--- src/rtl/interim_write_scheduler_pkg.sv ---
// Shared types and defaults for the interim buffer write scheduler.
// Holds the FSM encoding and the grant index width helper.
package interim_write_scheduler_pkg;

    localparam int NUM_REQ_D  = 4;
    localparam int ADDR_LEN_D = 6;
    localparam int DATA_LEN_D = 32;
    localparam int CNT_LEN_D  = 8;

    typedef enum logic [1:0] {
        IDLE = 2'd0,
        RUN  = 2'd1,
        DONE = 2'd2
    } state_t;

    function automatic int id_width(input int n);
        return (n > 1) ? $clog2(n) : 1;
    endfunction

endpackage

--- src/rtl/interim_write_scheduler_if.sv ---
// Producer-side and buffer-side signals of the write scheduler.
// The scheduler uses the slave view, its environment the master view.
interface interim_write_scheduler_if
    import interim_write_scheduler_pkg::*;
#(
    parameter int NUM_REQ = NUM_REQ_D,
    parameter int addrLen = ADDR_LEN_D,
    parameter int dataLen = DATA_LEN_D,
    parameter int cntLen  = CNT_LEN_D
);
    localparam int IdW = id_width(NUM_REQ);

    logic                       cfg_start;
    logic [cntLen-1:0]          cfg_wr_count;
    logic [NUM_REQ-1:0]         req_valid;
    logic [NUM_REQ*addrLen-1:0] req_addr;
    logic [NUM_REQ*dataLen-1:0] req_data;
    logic [NUM_REQ-1:0]         req_ready;
    logic                       wrt_en;
    logic [addrLen-1:0]         wrt_addr;
    logic [dataLen-1:0]         wrt_data;
    logic [IdW-1:0]             grant_id;
    logic                       busy;
    logic                       done;

    modport master (
        output cfg_start, cfg_wr_count,
        output req_valid, req_addr, req_data,
        input  req_ready, wrt_en, wrt_addr,
        input  wrt_data, grant_id, busy, done
    );

    modport slave (
        input  cfg_start, cfg_wr_count,
        input  req_valid, req_addr, req_data,
        output req_ready, wrt_en, wrt_addr,
        output wrt_data, grant_id, busy, done
    );

endinterface

--- src/rtl/interim_write_scheduler_rr_arbiter.sv ---
// Combinational round-robin arbiter: first request at or above ptr,
// wrapping modulo NUM_REQ; returns one-hot grant and its index.
module rr_arbiter
    import interim_write_scheduler_pkg::*;
#(
    parameter int NUM_REQ = NUM_REQ_D,
    localparam int IdW = id_width(NUM_REQ)
) (
    input  logic [NUM_REQ-1:0] req,
    input  logic [IdW-1:0]     ptr,
    output logic [NUM_REQ-1:0] grant,
    output logic [IdW-1:0]     idx,
    output logic               any
);

    always_comb begin
        int s;
        logic [IdW-1:0] j;
        s     = 0;
        j     = '0;
        grant = '0;
        idx   = '0;
        any   = 1'b0;
        for (int k = 0; k < NUM_REQ; k++) begin
            s = int'(ptr) + k;
            if (s >= NUM_REQ) s = s - NUM_REQ;
            j = IdW'(s);
            if (!any && req[j]) begin
                any      = 1'b1;
                grant[j] = 1'b1;
                idx      = j;
            end
        end
    end

endmodule

--- src/rtl/interim_write_scheduler.sv ---
// Shares the interim buffer write port among NUM_REQ producers for
// one epoch of cfg_wr_count writes, then pulses done.
module interim_write_scheduler
    import interim_write_scheduler_pkg::*;
#(
    parameter int NUM_REQ = NUM_REQ_D,
    parameter int addrLen = ADDR_LEN_D,
    parameter int dataLen = DATA_LEN_D,
    parameter int cntLen  = CNT_LEN_D
) (
    input logic clk,
    input logic rst,
    interim_write_scheduler_if.slave bus
);
    localparam int IdW = id_width(NUM_REQ);

    state_t             state, state_n;
    logic [cntLen-1:0]  remaining, remaining_n;
    logic [IdW-1:0]     rr_ptr, rr_ptr_n;
    logic [NUM_REQ-1:0] grant, ready;
    logic [IdW-1:0]     gidx;
    logic               any, accept;
    logic [addrLen-1:0] sel_addr, wr_addr;
    logic [dataLen-1:0] sel_data, wr_data;
    logic [IdW-1:0]     wr_id;
    logic               wr_en;

    rr_arbiter #(.NUM_REQ(NUM_REQ)) u_arb (
        .req   (bus.req_valid),
        .ptr   (rr_ptr),
        .grant (grant),
        .idx   (gidx),
        .any   (any)
    );

    assign accept = (state == RUN) && any;

    always_comb begin
        sel_addr = '0;
        sel_data = '0;
        for (int i = 0; i < NUM_REQ; i++) begin
            if (grant[i]) begin
                sel_addr = bus.req_addr[i*addrLen +: addrLen];
                sel_data = bus.req_data[i*dataLen +: dataLen];
            end
        end
    end

    always_comb begin
        state_n     = state;
        remaining_n = remaining;
        rr_ptr_n    = rr_ptr;
        ready       = '0;
        unique case (state)
            IDLE: begin
                if (bus.cfg_start) begin
                    if (bus.cfg_wr_count != '0) begin
                        state_n     = RUN;
                        remaining_n = bus.cfg_wr_count;
                    end else begin
                        state_n = DONE;
                    end
                end
            end
            RUN: begin
                ready = grant;
                if (any) begin
                    remaining_n = remaining - cntLen'(1);
                    // pointer moves just past the winner
                    if (gidx == IdW'(NUM_REQ - 1))
                        rr_ptr_n = '0;
                    else
                        rr_ptr_n = gidx + IdW'(1);
                    if (remaining == cntLen'(1))
                        state_n = DONE;
                end
            end
            DONE:    state_n = IDLE;
            default: state_n = IDLE;
        endcase
    end

    always_ff @(posedge clk or posedge rst) begin
        if (rst) begin
            state     <= IDLE;
            remaining <= '0;
            rr_ptr    <= '0;
            wr_en     <= 1'b0;
            wr_addr   <= '0;
            wr_data   <= '0;
            wr_id     <= '0;
        end else begin
            state     <= state_n;
            remaining <= remaining_n;
            rr_ptr    <= rr_ptr_n;
            wr_en     <= accept;
            if (accept) begin
                wr_addr <= sel_addr;
                wr_data <= sel_data;
                wr_id   <= gidx;
            end
        end
    end

    assign bus.req_ready = ready;
    assign bus.wrt_en    = wr_en;
    assign bus.wrt_addr  = wr_addr;
    assign bus.wrt_data  = wr_data;
    assign bus.grant_id  = wr_id;
    assign bus.busy      = (state != IDLE);
    assign bus.done      = (state == DONE);

endmodule

--- src/flat_wrapper.sv ---
// flat-port wrapper written by rule: the top's interface ports become plain ports
module interim_write_scheduler_flat import interim_write_scheduler_pkg::*;
#(
    parameter int NUM_REQ = NUM_REQ_D,
    parameter int addrLen = ADDR_LEN_D,
    parameter int dataLen = DATA_LEN_D,
    parameter int cntLen  = CNT_LEN_D
)
  (clk, rst, bus_cfg_start, bus_cfg_wr_count, bus_req_valid, bus_req_addr, bus_req_data, bus_req_ready, bus_wrt_en, bus_wrt_addr, bus_wrt_data, bus_grant_id, bus_busy, bus_done);
  interim_write_scheduler_if #(.NUM_REQ(NUM_REQ), .addrLen(addrLen), .dataLen(dataLen), .cntLen(cntLen)) bus_i ();
  input logic clk;
  input logic rst;
  input wire logic [$bits(bus_i.cfg_start)-1:0] bus_cfg_start;
  input wire logic [$bits(bus_i.cfg_wr_count)-1:0] bus_cfg_wr_count;
  input wire logic [$bits(bus_i.req_valid)-1:0] bus_req_valid;
  input wire logic [$bits(bus_i.req_addr)-1:0] bus_req_addr;
  input wire logic [$bits(bus_i.req_data)-1:0] bus_req_data;
  output wire logic [$bits(bus_i.req_ready)-1:0] bus_req_ready;
  output wire logic [$bits(bus_i.wrt_en)-1:0] bus_wrt_en;
  output wire logic [$bits(bus_i.wrt_addr)-1:0] bus_wrt_addr;
  output wire logic [$bits(bus_i.wrt_data)-1:0] bus_wrt_data;
  output wire logic [$bits(bus_i.grant_id)-1:0] bus_grant_id;
  output wire logic [$bits(bus_i.busy)-1:0] bus_busy;
  output wire logic [$bits(bus_i.done)-1:0] bus_done;
  assign bus_i.cfg_start = bus_cfg_start;
  assign bus_i.cfg_wr_count = bus_cfg_wr_count;
  assign bus_i.req_valid = bus_req_valid;
  assign bus_i.req_addr = bus_req_addr;
  assign bus_i.req_data = bus_req_data;
  assign bus_req_ready = bus_i.req_ready;
  assign bus_wrt_en = bus_i.wrt_en;
  assign bus_wrt_addr = bus_i.wrt_addr;
  assign bus_wrt_data = bus_i.wrt_data;
  assign bus_grant_id = bus_i.grant_id;
  assign bus_busy = bus_i.busy;
  assign bus_done = bus_i.done;
  interim_write_scheduler #(.NUM_REQ(NUM_REQ), .addrLen(addrLen), .dataLen(dataLen), .cntLen(cntLen)) u_core (.clk(clk), .rst(rst), .bus(bus_i));
endmodule
--- config.mk ---
export PLATFORM = sky130hd
export DESIGN_NAME = interim_write_scheduler_flat
export DESIGN_NICKNAME = d
export VERILOG_FILES = /design/src/rtl/interim_write_scheduler_pkg.sv /design/src/rtl/interim_write_scheduler_if.sv /design/src/rtl/interim_write_scheduler_rr_arbiter.sv /design/src/rtl/interim_write_scheduler.sv /design/src/flat_wrapper.sv
export SDC_FILE = /design/constraint.sdc
export NUM_CORES = 1
export LEC_CHECK = 0
export ABC_AREA = 0
export BUFFER_PORTS_ARGS = -buffer_cell sky130_fd_sc_hd__buf_2
export CAP_MARGIN = 20
export CORE_ASPECT_RATIO = 1.4
export CORE_MARGIN = 1.5
export CORE_UTILIZATION = 46
export DETAILED_ROUTE_END_ITERATION = 10
export PLACE_DENSITY = 0.92
export SLEW_MARGIN = 20
export SYNTH_ARGS = -nofsm -noshare
export SYNTH_HDL_FRONTEND = slang
export SYNTH_HIERARCHICAL = 1
export SYNTH_SLANG_ARGS = --single-unit
--- constraint.sdc ---
create_clock -name clk -period 4.1 [get_ports clk]
set_input_delay 0.82 -clock clk [delete_from_list [all_inputs] [get_ports clk]]
set_output_delay 0.82 -clock clk [all_outputs]
set_load 0.05 [all_outputs]
==> results.md, run 1 <==
- Peak VDD IR: 1.01 mV
- Routed len/inst: 17.7 um
- # rows: 40
- Period minus WS final: 3.88 ns
- Pre-antenna DRT Iters: 5
- Worst reg-to-reg setup slack: 0.57 ns
- Vias: 4430
- Core area: 8560 sq um
- GR peak layer: met2
- Type of the worst setup path: register to output port
- Switching pwr: 3280 uW
- Cell breakdown of the critical path: inv_1 -> ha_1 -> mux4_2 -> and2b_2 -> a22oi_1 -> o21ai_0 -> and2_1 -> buf_2
- CTS tree: done
- Clock group share of total power: 0.080
- IO buf count: 213
- Synthesized instance count: 450
- Leakage: 0.00269 uW
- Global route overflow: 0
- CTS clk-pin slew, worst paths: 0.07 ns
- Diode count: 0
- Sw Share: 0.544
- Endpoints failing hold: 0
- Arrival @ worst endpoint: 3.06 ns
- # IOs: 214
- DR iter-0 viols: 220
- Max Slew Vio Count: 0
- Die H: 114 um
- Vias in the first global route: 4293
- CP delay by family, top: flip-flops
- Post-route cell area: 5270 sq um
- Largest net degree at the start of global routing: 77
- # DRC: 0
- Util after Layout: 0.616
- Power share of the sequential group: 0.171
- Synth async-reset ratio: 1.00
- Clk sinks: 53
- Final Worst Setup Slack: 0.222 ns
- Met2 Usage GRT: 0.483
- Final nets: 813
- H-tree depth: 2
- HPWL Detailed: 9680 um
- GR Util All Layers: 0.281
- Routed Antenna Nets: 0
- DP Worst Slack: 0.435 ns
- Buf/Inv on CP: 2
- Starting density of the core: 0.470
- RSZ-0062 raised after global routing: no
- Most common cell after layout, fill and taps aside: buf_2
- Max Clock Skew: 0.00667 ns
- Maximum clock frequency: 258 MHz
- Worst min path class: register to register
- Avg Vias per Cell: 5.95
- Int Pwr: 2750 uW
- Status: complete, no violations
- TritonCTS Buffers: 5
- Layout cells sized above 1: 0.437
- CP startpoint kind: register
- Syn Area/Cell: 8.94 sq um
- Met1 global-route usage: 0.311
- Post-Syn Nets: 625
- Clk_lat worst skew: 0.30 ns
- Synth unique cells: 51
- Hold Slack: 0.480 ns
- Post-synthesis sequential area ratio: 0.330
- CP Max Fanout: 10
- Mapped Area: 4020 sq um
- Slew headroom: 0.479
- CP max-delay cell: dfrtp_1
- Setup_tns: 0 ns
- Required @ worst endpoint: 3.28 ns
- Grt met3 use: 0.0744
- Synth Register Bits: 53
- Synth warnings: 6
- First-pass GRT wire length: 20300 um
- GP Congestion: 0.907
- Total power per unit cell area: 1140 nW/um^2
- Period utilisation layout: 0.946
- Placed inst area: 5100 sq um
- Clock Path Buffers: 2
- Setup Viol. Count Final: 0
- Number of synthesized flops with an enable pin: 0
- Hold-fix buffers, CTS: 0
- CP peak stage delay: 0.51 ns
- Initial antenna violation count: 0
- Detailed Route WL: 13200 um
- Commonest non-fill, non-tap cells in the layout: 213 x buf_2, 87 x a21oi_1, 52 x dfrtp_1
- Top_reg_cell synth: dfrtp_1
- Clk root buf: clkbuf_16
- Worst setup EP type: output port
- Max-cap violations: 0
- Area growth, synth to finish: 31.0%
- Combinational cell fraction of total power: 0.749
- Worst-margin pin slew: 0.782 ns
- Die Wd: 82.0 um
- DIE AREA: 9320 sq um
==> cell families after synthesis <==
family                   synth area share
AO/OA/AOI/OAI                       0.382
adder cells (fa/ha/maj)            0.0249
buffers and inverters               0.101
flip-flops                          0.330
multiplexers                       0.0370
AND/OR/NAND/NOR                     0.125
==> what timing repair did <==
item                                    in CTS  in global routing
setup buffers                                0                  0
endpoints found under the setup margin       0                  1
resized for setup                            0                  1
==> tightest hold or removal path, cell delays in order (launching register included) <==
cell and delay [ns]:
dfrtp_1 0.34, nand2_1 0.05, nand2_1 0.06
==> synth_stat cells (3+ instances only) <==
master	instances	area share
a21oi_1	87	0.11
dfrtp_1	53	0.33
nor2_1	47	0.044
inv_1	45	0.042
a211o_1	37	0.081
a221oi_2	29	0.11
buf_2	22	0.027
nand2_1	16	0.015
clkbuf_1	12	0.011
o21ai_0	10	0.012
a22oi_1	9	0.017
a221oi_1	8	0.017
ha_1	8	0.025
and2_1	4	0.0062
buf_6	4	0.011
mux2i_1	4	0.010
nand2b_1	4	0.0062
nor3_1	3	0.0037
o22ai_1	3	0.0047
==> layout make-up <==
type                       count  area, sq um
tap                          105          131
timing repair buffer         221         1140
sequential                    53         1330
multi-input combinational    310         2330
clock buffer                   6          129
fill                         687         3290
clock inverter                 2         38.8
inverter                      47          176
==> power groups by stage <==
stage	Combinational (uW)	Sequential [uW]	Clock, uW
2_1_floorplan	2910	1670	0
3_3_place_gp	4290	1010	0
6_report	4510	1030	484
4_1_cts	4480	1030	494
5_1_grt	4860	1070	513
3_5_place_dp	4470	1030	0
==> sequential cells by signal, summed over array words and instances (netlist names) <==
register and count:
u_core/state 2, u_core/rr_ptr 2, u_core/bus.wrt_data 32, u_core/bus.wrt_en 1
u_core/remaining 8, u_core/bus.grant_id 2, u_core/bus.wrt_addr 6
==> layer usage <==
metal	wire (um)	vias up
met3	1260	30
met5	0	-
met1	4690	2103
met4	383	0
met2	6840	255
li1	-	2042
==> per-stage QoR <==
stage	power, uW	instances
detailed placement	5500	736
finish	6030	744
global route	6430	744
CTS	6000	744
global placement	5310	736
floorplan	4590	450
==> final timing paths <==
path	from	end	depth (start not counted)
setup / recovery	u_core/rr_ptr[1]	bus_req_ready[0]	8
hold / removal	u_core/bus.grant_id[0]	u_core/bus.grant_id[0]	2
setup reg to reg	u_core/rr_ptr[1]	u_core/bus.wrt_data[17]	11
hold reg to reg	u_core/bus.grant_id[0]	u_core/bus.grant_id[0]	2
max in group asynchronous	rst	u_core/bus.wrt_data[27]	3
min in group asynchronous	rst	u_core/remaining[1]	2
No activity file was read; power rests on OpenSTA's default activity.
==> run 2, diff against run 1 <==
--- a/config.mk
+++ b/config.mk
@@ -8,7 +8,6 @@
 export ABC_AREA = 0
 export BUFFER_PORTS_ARGS = -buffer_cell sky130_fd_sc_hd__buf_2
 export CAP_MARGIN = 20
-export CORE_ASPECT_RATIO = 1.4
 export CORE_MARGIN = 1.5
 export CORE_UTILIZATION = 46
 export DETAILED_ROUTE_END_ITERATION = 10
==> run 2 against run 1 <==
Compared with the run above: combinational power about the same; largest power group unchanged; clock-buffer cell count is 1 lower; die area barely moved; worst setup slack better by 0.28 ns.
==> results.md, run 2 (same netlist as run 1, synthesis figures left out) <==
- Status: complete, no violations
- Total power per unit cell area: 1120 nW/um^2
- Required @ worst endpoint: 3.28 ns
- Combinational cell fraction of total power: 0.770
- Worst r2r dst: u_core/bus.wrt_data[28]
- Worst reg-to-reg setup slack: 0.68 ns
- Routed Antenna Nets: 0
- Multi-input logic area: 2330 sq um
- # rows: 33
- Most common cell after layout, fill and taps aside: buf_2
- Most used cell, CP: buf_2
- Avg Vias per Cell: 5.78
- Global route overflow: 0
- Starting density of the core: 0.482
- Period minus WS final: 3.60 ns
- Type of the worst setup path: primary input to output port
- Final total power: 5850 uW
- Clock group share of total power: 0.060
- Pre-antenna DRT Iters: 5
- Vias in the first global route: 3891
- First-pass GRT wire length: 18500 um
- Period utilisation layout: 0.877
- Max reg flops: 32
- Leakage: 0.00268 uW
- Setup Fix Bufs, Post-CTS: 0
- Clk sinks: 53
- Buf/Inv on CP: 2
- Maximum clock frequency: 278 MHz
- DR iter-0 viols: 214
- HPWL Detailed: 9490 um
- Setup_tns: 0 ns
- Peak VDD IR: 0.497 mV
- Slew headroom: 0.367
- WHS Endpoint: u_core/bus.grant_id[0]
- TritonCTS Buffers: 5
- Clock Path Buffers: 2
- Diode count: 0
- Commonest non-fill, non-tap cells in the layout: 213 x buf_2, 87 x a21oi_1, 53 x dfrtp_1
- CP peak stage delay: 0.67 ns
- CTS tree: done
- Sw Share: 0.548
- H-tree depth: 2
- CP Max Fanout: 13
- IO buf count: 213
- Fill count: 711
- Largest net degree at the start of global routing: 77
- # DRC: 0
- Placed inst area: 5120 sq um
- Worst setup EP type: output port
- Final nets: 816
- Die Wd: 96.5 um
- FF/Latch Area: 1330 sq um
- Hold-fix buffers, CTS: 0
- Setup Viol. Count Final: 0
- Max Slew Vio Count: 0
- Hold Path Stages: 2
- CP max-delay cell: mux4_2
- Hold path start: u_core/bus.grant_id[0]
- # IOs: 214
- Cell breakdown of the critical path: buf_2 -> mux4_2 -> nor4b_4 -> a22oi_1 -> o21ai_0 -> and2_1 -> buf_2
- Initial antenna violation count: 0
- Worst path depth: 7
- R2R Path Start: u_core/rr_ptr[0]
- Max Clock Skew: 0.0108 ns
- RSZ-0062 raised after global routing: no
- Resized cells post-CTS: 0
- CP delay by family, top: multiplexers
- Area growth, synth to finish: 30.0%
- Worst-margin pin slew: 0.950 ns
- Layout cells sized above 1: 0.438
- Worst min path class: register to register
- Die H: 96.5 um
- Routed len/inst: 16.9 um
- Clk_lat worst skew: 0.30 ns
- Post-route cell area: 5230 sq um
- Endpoints failing hold: 0
- Core area: 8340 sq um
- Vias: 4310
- Detailed Route WL: 12600 um
- GR Util All Layers: 0.256
- Arrival @ worst endpoint: 2.78 ns
- Power share of the sequential group: 0.170
- Clk root buf: clkbuf_8
- DIE AREA: 9320 sq um
- GP Congestion: 0.854
- R2R depth: 9
- CP startpoint kind: primary input
- Switching pwr: 3200 uW
- Util after Layout: 0.627
- Max-cap violations: 0
- CTS clk-pin slew, worst paths: 0.09 ns
- Int Pwr: 2650 uW
==> run 2: layout make-up <==
cell class,count,area share
multi-input cells,310,0.445
repair buffers,224,0.222
inverters,47,0.0337
well taps,105,0.0251
flip-flops and latches,53,0.254
clock buffers,5,0.0132
clock inverters,2,0.00670
==> run 2: tightest hold or removal path, delay by kind of cell (launching register included) <==
kind	cells	cell delay (ns)
simple gates	2	0.11
flops	1	0.36
==> run 2: worst max-delay path by stage <==
| stage | from | endpoint |
|---|---|---|
| finish | bus_req_valid[3] | bus_req_ready[0] |
| global route | u_core/rr_ptr[0] | bus_req_ready[0] |
| CTS | bus_req_valid[3] | bus_req_ready[0] |
| detailed placement | bus_req_valid[3] | u_core/bus.wrt_data[28] |
| global placement | bus_req_valid[3] | u_core/bus.wrt_data[17] |
| floorplan | bus_req_valid[2] | bus_req_ready[3] |
==> run 2: per-stage QoR <==
| stage | setup WS, ns | hold slack, ns | cells |
|---|---|---|---|
| after global placement | 0.497 | 0.478 | 738 |
| after CTS | 0.520 | 0.505 | 746 |
| after global routing | 0.358 | 0.520 | 746 |
| final | 0.504 | 0.504 | 746 |
| after detailed placement | 0.366 | 0.477 | 739 |
| after floorplan | 0.304 | 0.524 | 450 |
==> run 2: power by group through the flow <==
stage                     clock (uW)  sequential [uW]  combinational (uW)
final                            350              995                4500
after detailed placement           0             1000                4480
after floorplan                    0             1670                2910
after global routing             383             1020                4850
after global placement             0              985                4310
after CTS                        362              993                4480
==> run 2: routing by layer <==
| metal | up-vias | GRT usage | share of wire |
|---|---|---|---|
| li1 | 2040 | - | - |
| met3 | 4 | 0.0352 | 0.077 |
| met5 | - | 0 | 0 |
| met1 | 2050 | 0.300 | 0.38 |
| met2 | 216 | 0.491 | 0.54 |
| met4 | 0 | 0.0543 | 0.0020 |
==> run 3, diff against run 2 <==
==> constraint.sdc (replaced) <==
create_clock -name clk -period 4.1 [get_ports clk]
set_input_delay 0.205 -clock clk [delete_from_list [all_inputs] [get_ports clk]]
set_output_delay 0.205 -clock clk [all_outputs]
set_load 0.05 [all_outputs]
==> run 3 against run 2 <==
Compared with the run above: fmax is 4.0% lower; power rose by 2.7%; clock-buffer cell count stayed put; cell area is 0.77% higher; sequential cell count unchanged; die area unchanged; sequential share of layout area is 0.19 points lower; final cell count did not move; wire length up 4.6%; via count rose by 1.6%; core utilization is 0.48 points higher; non-clock buffer count fell by 2; critical endpoint is now bus_req_ready[3].
==> results.md, run 3 (same netlist as run 1, synthesis figures left out) <==
- Max-cap violations: 0
- Starting density of the core: 0.482
- First-pass GRT wire length: 18700 um
- DR iter-0 viols: 232
- Maximum clock frequency: 267 MHz
- Worst setup EP type: output port
- Multi-input logic area: 2340 sq um
- Arrival @ worst endpoint: 3.54 ns
- GP Congestion: 0.856
- Die Wd: 96.5 um
- Global route overflow: 0
- Clk_lat worst skew: 0.30 ns
- Max Slew Vio Count: 0
- Clk sinks: 53
- CTS tree: done
- Leakage: 0.00269 uW
- Initial antenna violation count: 0
- Period utilisation layout: 0.914
- Most common cell after layout, fill and taps aside: buf_2
- Area growth, synth to finish: 30.9%
- IO buf count: 213
- Cell breakdown of the critical path: inv_1 -> ha_1 -> mux4_2 -> and2b_2 -> a22oi_1 -> o21ai_4 -> and2_1 -> buf_2
- Sw Share: 0.543
- CP Max Fanout: 21
- Vias: 4378
- R2R depth: 10
- Routed Antenna Nets: 0
- Hold-fix buffers, CTS: 0
- Clk root buf: clkbuf_8
- Switching pwr: 3260 uW
- Setup Fix Bufs, Post-CTS: 0
- Routed len/inst: 17.6 um
- CP peak stage delay: 0.69 ns
- Avg Vias per Cell: 5.87
- Post-route cell area: 5270 sq um
- Diode count: 0
- Status: complete, no violations
- Peak VDD IR: 0.509 mV
- # rows: 33
- Detailed Route WL: 13200 um
- Clock Path Buffers: 2
- Total power per unit cell area: 1140 nW/um^2
- Worst setup path end: bus_req_ready[3]
- Required @ worst endpoint: 3.89 ns
- Period minus WS final: 3.75 ns
- R2R Path Start: u_core/rr_ptr[0]
- Endpoints failing hold: 0
- GR Util All Layers: 0.258
- CP startpoint kind: register
- HPWL Detailed: 9630 um
- Final nets: 815
- Vias in the first global route: 4027
- Worst min path class: primary input to asynchronous set/reset pin
- RSZ-0062 raised after global routing: no
- Fill count: 732
- Int Pwr: 2740 uW
- Layout cells sized above 1: 0.438
- TritonCTS Buffers: 5
- Placed inst area: 5120 sq um
- # DRC: 0
- H-tree depth: 2
- Worst setup path start: u_core/rr_ptr[0]
- Worst reg-to-reg setup slack: 0.41 ns
- # IOs: 214
- Worst-margin pin slew: 0.876 ns
- Setup_tns: 0 ns
- Resized cells post-CTS: 0
- Combinational cell fraction of total power: 0.756
- Setup Viol. Count Final: 0
- Clock group share of total power: 0.071
- CP max-delay cell: dfrtp_1
- CTS clk-pin slew, worst paths: 0.10 ns
- FF/Latch Area: 1330 sq um
- Die H: 96.5 um
- Pre-antenna DRT Iters: 5
- Core area: 8340 sq um
- Slew headroom: 0.416
- Largest net degree at the start of global routing: 54
- Max reg flops: 32
- Power share of the sequential group: 0.173
- Max Clock Skew: 0.0141 ns
- Worst r2r dst: u_core/bus.wrt_data[29]
- Commonest non-fill, non-tap cells in the layout: 213 x buf_2, 87 x a21oi_1, 53 x dfrtp_1
- Type of the worst setup path: register to output port
- DIE AREA: 9320 sq um
[run 3: changes by cell type in the layout (fill, tap and decap cells not counted), sizes merged]
cell and delta:
bufinv +1, o21ai +1, inv +1, buf -2, clkinv -1
[run 3: worst min path at each step]
stage,start,to,slack [ns],cells past startpoint
after floorplan,bus_cfg_wr_count[7],u_core/remaining[7],0.38,2
after global placement,rst,u_core/bus.wrt_data[17],0.43,3
after detailed placement,rst,u_core/bus.wrt_data[15],0.43,3
after CTS,rst,u_core/bus.grant_id[0],0.1,3
after global routing,rst,u_core/bus.grant_id[0],0.14,3
final,rst,u_core/bus.wrt_data[15],0.09,3
[run 3: layer usage]
layer | track usage | part of all wire
met1 | 0.285 | 0.37
met2 | 0.497 | 0.53
met3 | 0.0376 | 0.076
met4 | 0.0906 | 0.028
met5 | 0 | 0
[run 3: critical path, delay by kind of cell, from the launching register on]
kind / cells / cell delay, ns
adders and majority gates: 1 / 0.38
AOI/OAI and AO/OA: 2 / 0.80
and+or+nand+nor: 2 / 0.54
buffers and inverters: 2 / 0.39
muxes: 1 / 0.45
DFF: 1 / 0.69
[run 3: power by group through the flow]
stage                     Combinational (uW)  Clock, uW  Sequential (uW)
final                                   4540        427             1040
after global routing                    4900        458             1060
after CTS                               4500        440             1030
after detailed placement                4500          0             1030
after global placement                  4290          0             1020
after floorplan                         2910          0             1670
[run 3: layout make-up]
cell class                 count  area share
multi-input combinational    311       0.444
sequential                    53       0.252
timing repair buffer         222       0.220
inverter                      47      0.0335
tap                          105      0.0249
clock buffer                   5      0.0131
clock inverter                 3      0.0131
[run 3: metrics by stage]
stage / power [uW] / hold WS, ns / std cells / util / setup WS, ns
3_5_place_dp: 5540 / 0.433 / 737 / 0.614 / 0.448
4_1_cts: 5970 / 0.0989 / 745 / 0.631 / 0.180
5_1_grt: 6420 / 0.140 / 746 / 0.632 / 0.0979
3_3_place_gp: 5320 / 0.434 / 737 / 0.614 / 0.661
2_1_floorplan: 4590 / 0.379 / 450 / - / 0.950
6_report: 6000 / 0.0931 / 746 / 0.632 / 0.352
